<file path="config.mk">
export PLATFORM = sky130hd
export DESIGN_NAME = mem_access_unit
export DESIGN_NICKNAME = d
export VERILOG_FILES = /design/src/rtl/mem_access_pkg.sv /design/src/rtl/lsu_align.sv /design/src/rtl/mem_access_unit.sv
export SDC_FILE = /design/constraint.sdc
export NUM_CORES = 1
export LEC_CHECK = 0
export BUFFER_PORTS_ARGS = -buffer_cell sky130_fd_sc_hd__buf_4
export CORE_MARGIN = 3
export CORE_UTILIZATION = 40
export CTS_CLUSTER_SIZE = 16
export DETAILED_ROUTE_END_ITERATION = 8
export GPL_ROUTABILITY_DRIVEN = 1
export MAX_ROUTING_LAYER = met4
export SYNTH_ARGS = -nofsm -noshare
export SYNTH_HDL_FRONTEND = slang
export SYNTH_SLANG_ARGS = --single-unit
</file>
<file path="constraint.sdc">
create_clock -name clk -period 2.65 [get_ports clk]
set_input_delay 0.6625 -clock clk [delete_from_list [all_inputs] [get_ports clk]]
set_output_delay 0.6625 -clock clk [all_outputs]
set_load 0.05 [all_outputs]
</file>
<file path="src/rtl/mem_access_pkg.sv">
// mem_access_pkg: shared encodings, FSM states and alignment helper for the load/store unit
package mem_access_pkg;
   localparam int WORD_LEN_DEF = 32;
   typedef enum logic [1:0] {SIZE_BYTE = 2'b00, SIZE_HALF = 2'b01, SIZE_WORD = 2'b10, SIZE_ILL = 2'b11} size_e;
   typedef enum logic [2:0] {ST_IDLE, ST_LOAD, ST_STORE, ST_RMW_RD, ST_RMW_WR, ST_RESP} state_e;
   function automatic logic misaligned(input logic [1:0] size, input logic [1:0] off);
      return (size == SIZE_ILL) || (size == SIZE_HALF && off[0]) || (size == SIZE_WORD && off != 2'b00);
   endfunction
endpackage

</file>
<file path="src/rtl/lsu_align.sv">
// lsu_align: little-endian lane extract/extend for loads and lane merge for sub-word stores
module lsu_align
   import mem_access_pkg::*;
(
   input  logic [31:0] i_word,
   input  logic [31:0] i_wdata,
   input  logic [1:0]  i_offset,
   input  logic [1:0]  i_size,
   input  logic        i_signed,
   output logic [31:0] o_load_data,
   output logic [31:0] o_merge_word
);
   logic [4:0]  w_sh;
   logic [31:0] w_lane;
   logic [31:0] w_mask;
   assign w_sh = {i_offset, 3'b000};
   assign w_lane = i_word >> w_sh;
   assign w_mask = (i_size == SIZE_BYTE) ? (32'h0000_00FF << w_sh) : (32'h0000_FFFF << w_sh);
   assign o_load_data = (i_size == SIZE_BYTE) ? {{24{i_signed & w_lane[7]}}, w_lane[7:0]} :
                        (i_size == SIZE_HALF) ? {{16{i_signed & w_lane[15]}}, w_lane[15:0]} : i_word;
   assign o_merge_word = (i_size == SIZE_WORD) ? i_wdata : (i_word & ~w_mask) | ((i_wdata << w_sh) & w_mask);
endmodule

</file>
<file path="src/rtl/mem_access_unit.sv">
// mem_access_unit: load/store sequencer for a single-port word-addressed memory,
// with read-modify-write for sub-word stores and rejection of misaligned requests
module mem_access_unit
   import mem_access_pkg::*;
#(
   parameter int WORD_LEN = WORD_LEN_DEF,
   parameter int ADDR_LEN = 32
) (
   input  logic                clk,
   input  logic                rst_n,
   input  logic                i_req_valid,
   output logic                o_req_ready,
   input  logic                i_req_we,
   input  logic [1:0]          i_req_size,
   input  logic                i_req_signed,
   input  logic [ADDR_LEN-1:0] i_req_addr,
   input  logic [WORD_LEN-1:0] i_req_wdata,
   output logic                o_resp_valid,
   output logic                o_resp_err,
   output logic [WORD_LEN-1:0] o_resp_rdata,
   output logic [ADDR_LEN-1:0] o_mem_address,
   output logic [WORD_LEN-1:0] o_mem_write_bus,
   output logic                o_mem_write_en,
   output logic                o_mem_read_en,
   input  logic [WORD_LEN-1:0] i_mem_out_bus
);
   state_e              r_state;
   state_e              w_next;
   logic [1:0]          r_size;
   logic                r_signed;
   logic                r_err;
   logic [ADDR_LEN-1:0] r_addr;
   logic [WORD_LEN-1:0] r_wdata;
   logic [WORD_LEN-1:0] r_merge;
   logic [WORD_LEN-1:0] r_rdata;
   logic [WORD_LEN-1:0] w_load_data;
   logic [WORD_LEN-1:0] w_merge;
   logic                w_accept;
   logic                w_bad;
   assign w_accept = i_req_valid && r_state == ST_IDLE;
   assign w_bad = misaligned(i_req_size, i_req_addr[1:0]);
   lsu_align u_align (
      .i_word       (i_mem_out_bus),
      .i_wdata      (r_wdata),
      .i_offset     (r_addr[1:0]),
      .i_size       (r_size),
      .i_signed     (r_signed),
      .o_load_data  (w_load_data),
      .o_merge_word (w_merge)
   );
   always_ff @(posedge clk or negedge rst_n)
      if (!rst_n) r_state <= ST_IDLE;
      else        r_state <= w_next;
   always_comb begin
      w_next = r_state;
      case (r_state)
         ST_IDLE:   w_next = !w_accept ? ST_IDLE : w_bad ? ST_RESP : !i_req_we ? ST_LOAD :
                             (i_req_size == SIZE_WORD) ? ST_STORE : ST_RMW_RD;
         ST_LOAD:   w_next = ST_RESP;
         ST_STORE:  w_next = ST_RESP;
         ST_RMW_RD: w_next = ST_RMW_WR;
         ST_RMW_WR: w_next = ST_RESP;
         default:   w_next = ST_IDLE;
      endcase
   end
   // Capture registers hold the request for the whole operation, keeping mem_address stable.
   always_ff @(posedge clk or negedge rst_n)
      if (!rst_n) begin
         r_size   <= '0;
         r_signed <= 1'b0;
         r_err    <= 1'b0;
         r_addr   <= '0;
         r_wdata  <= '0;
         r_merge  <= '0;
         r_rdata  <= '0;
      end else begin
         if (w_accept) begin
            r_size   <= i_req_size;
            r_signed <= i_req_signed;
            r_err    <= w_bad;
            r_addr   <= i_req_addr;
            r_wdata  <= i_req_wdata;
            if (i_req_we || w_bad) r_rdata <= '0;
         end
         if (r_state == ST_LOAD) r_rdata <= w_load_data;
         if (r_state == ST_RMW_RD) r_merge <= w_merge;
      end
   always_comb begin
      o_req_ready     = r_state == ST_IDLE;
      o_resp_valid    = r_state == ST_RESP;
      o_resp_err      = r_state == ST_RESP && r_err;
      o_resp_rdata    = r_rdata;
      o_mem_address   = r_addr >> 2;
      o_mem_read_en   = r_state == ST_LOAD || r_state == ST_RMW_RD;
      o_mem_write_en  = r_state == ST_STORE || r_state == ST_RMW_WR;
      o_mem_write_bus = (r_state == ST_STORE) ? r_wdata : (r_state == ST_RMW_WR) ? r_merge : '0;
   end
endmodule
</file>
==> flow_summary_export.csv <==
group,metric,value,unit
pwr,switching_power,6700,uW
worst_hold_path,min_path_type,"in2async",
floorplan,std_cell_rows,48,
synth,ys_seq_area_frac,0.477,
critical_path,crit_path_max_fanout,33,
clock_network,cts_hold_buf,0,
finish,seq_area,0.00338,mm^2
critical_path,critical_path_buf_inv_count,2,
finish,layout_common_cells,"nand2_1 (258), buf_4 (220), dfrtp_1 (134)",
floorplan,die-area,0.0193,mm^2
global_routing,grt_pass1_wl,35000,um
placed_design,place_hpwl,15900,um
clock_network,cts_buffers,17,
timing,fin_ws,0.131,ns
floorplan,start_util,0.409,
synth,syn_area_per_cell,9.04,um^2
run_status,status,"completed",
route,drt-wirelength-per-cell,18.7,um
route,via_per_inst,5.31,
synth,synthDistinctLibCells,65,
clock_network,clkTransAtPathRegs,0.06,ns
synth,ys_ff_latch,135,
clock_network,clkSinkCount,135,
critical_path,slowest_stage,"dfrtp_1",
timing,period_minus_slack,2.52,ns
finish,final_area,0.00924,mm^2
finish,syn2layout_area_growth,30.5,%
synth,synth-compound-area-share,0.198,
global_routing,grt_max_degree,72,
timing,finalSetupViolCount,0,
floorplan,chipHeight,139,um
pwr,p_seq_frac,0.275,
timing,setup_tns,0,ns
timing,finClkSkew,0.00821,ns
synth,synth_xor_area_frac,0,
synth,synth_mux_area_frac,0.0295,
finish,nNetsFinal,1045,
placed_design,gp_congestion,0.874,
route,drt_iter0_drc,453,
finish,drive_above_1_share,0.307,
pwr,sw_frac_of_total,0.482,
clock_network,clk_latency,0.42,ns
clock_network,clock-root-buffer,"clkbuf_16",
global_routing,antenna_found_initial,0,
clock_network,cts_buffer_depth,2,
critical_path,cp.depth,4,
placed_design,place_area,0.00860,mm^2
global_routing,grt_pass1_vias,6057,
critical_path,cp_top_family,"flip-flops",
run,drv_cap,0,
finish,fillers,1646,
route,via_count,6268,
floorplan,die_width,139,um
timing,final_hold_viol_count,0,
floorplan,io_pins,204,
route,drc,0,
pwr,internal_power,7200,uW
global_routing,grt_usage,0.234,
floorplan,core_area,0.0173,mm^2
timing,rsz0062_at_grt,"no",
critical_path,cp.required,1.99,ns
route,ant_nets,0,
critical_path,endpoint_kind,"primary output",
synth,synth_top_family_by_area,"simple AND/OR/NAND/NOR gates",
synth,synthFlopType,"dfrtp_1",
placed_design,portBuffers,201,
clock_network,h-tree-depth,4,
synth,async_flop_share,1.00,
route,wl,22100,um
pwr,power.total,13900,uW
finish,antenna_cells,0,
timing,maxSlewHeadroom,0.419,
pwr,pwr-share-clk,0.184,
clock_network,tritoncts,"done",
pwr,power_density,1510,mW/mm^2
critical_path,worstSetupPathType,"reg2out",
finish,mostFrequentLayoutCell,"nand2_1",
pwr,p_leak,0.00456,uW
critical_path,start_kind,"flip-flop",
timing,post-route-period-util,0.951,
synth,yosys_warnings,0,
synth,synthCells,783,
timing,timing.final.max_slew_violations,0,
critical_path,path_cells,"nor3b_2, buf_12, a22o_1, buf_4",
critical_path,r2r_cells,3,
global_routing,overflow,0,
critical_path,cpPeakStageDelay,0.52,ns
route,dr.pass1.iters,5,
finish,multi_input_area,0.00311,mm^2
timing,tightest_slew,0.870,ns
synth,syn_area,0.00708,mm^2
placed_design,pre_cts_ws,0.534,ns
synth,synth_simple_gate_area_frac,0.208,
pwr,p_comb_frac,0.540,
synth,synth_edf_count,0,
critical_path,arrival,1.86,ns
synth,synth_fa_ha_area_frac,0,
timing,fmax,397,MHz
pwr,irDropWorstVdd,0.000851,V
## cells in the mapped netlist, types with 4 or more instances
master     number  area [um^2]
o221ai_1        4         35.0
nor2b_1         6         37.5
o211ai_1       11         82.6
buf_2          10         50.1
a31oi_1        10         62.6
buf_6          12          135
a21oi_1        29          145
dfrtp_1       135         3380
buf_4          41          308
mux2i_1        16          160
o21ai_0        17         85.1
a2bb2oi_1       4         35.0
inv_1           5         18.8
nand2_1       259          972
a221o_2         6         67.6
o22ai_1        10         62.6
nor2_1         51          191
a221o_1        11          110
a211oi_1       11         82.6
o31ai_1         9         67.6
or2_2           4         25.0
nand2b_1        5         31.3
a22o_1         32          280
clkbuf_1       24         90.1
o221a_2         7         78.8
## what timing repair did
action                                  4_1_cts  5_1_grt
setup buffers                                 0        0
resized for setup                             0        1
endpoints found under the setup margin        0       30
## registers in the layout, summed over array words and instances, names as in the netlist
name and flops:
r_wdata 32, r_signed 1, o_resp_rdata 32, r_state 3, r_merge 32, r_err 1, r_addr 32, r_size 2
## per-layer routing
metal  vias to the layer above  global-route usage  share of wire
met5                         -                   -              0
met4                         0              0.0633          0.013
met3                        22              0.0383          0.057
met2                       231               0.350           0.47
met1                      3009               0.333           0.46
li1                       3006                   -              -
## layout make-up
class | count | share of cell area
Multi-Input combinational cell | 555 | 0.337
Clock inverter | 11 | 0.0183
Timing Repair Buffer | 228 | 0.195
Sequential cell | 135 | 0.366
Tap cell | 225 | 0.0305
Clock buffer | 21 | 0.0509
Inverter | 5 | 0.00203
## worst paths after layout
path	startpoint	end	slack, ns
worst min-delay path	rst_n	o_resp_rdata[0]	0.19
worst min register to register	r_addr[29]	r_addr[29]	0.47
worst max register to register	r_size[0]	r_merge[13]	0.56
min in group clk	i_req_addr[28]	r_addr[28]	0.43
worst max-delay path	r_state[0]	o_mem_write_bus[23]	0.13
max in group asynchronous	rst_n	r_state[2]	1.81
## stage by stage
stage	cells	hold slack, ns	util
2_1_floorplan	784	0.367	-
3_5_place_dp	1148	0.464	0.497
3_3_place_gp	1148	0.458	0.497
6_report	1180	0.190	0.534
5_1_grt	1180	0.219	0.534
4_1_cts	1180	0.192	0.534
## cells by family after synthesis
| logic type | count (synthesis) |
|---|---|
| buf+inv | 94 |
| compound gates | 184 |
| flops | 135 |
| simple gates | 350 |
| mux | 19 |
| other cells | 1 |
## power by group through the flow
| stage | logic [uW] | registers (uW) | clock network (uW) |
|---|---|---|---|
| after floorplan | 5340 | 4040 | 0 |
| after global placement | 7440 | 3870 | 0 |
| after detailed placement | 7520 | 3830 | 0 |
| after CTS | 7530 | 3820 | 2620 |
| after global routing | 8040 | 3950 | 2700 |
| final | 7510 | 3830 | 2560 |
(Power assumes the default switching activity.)
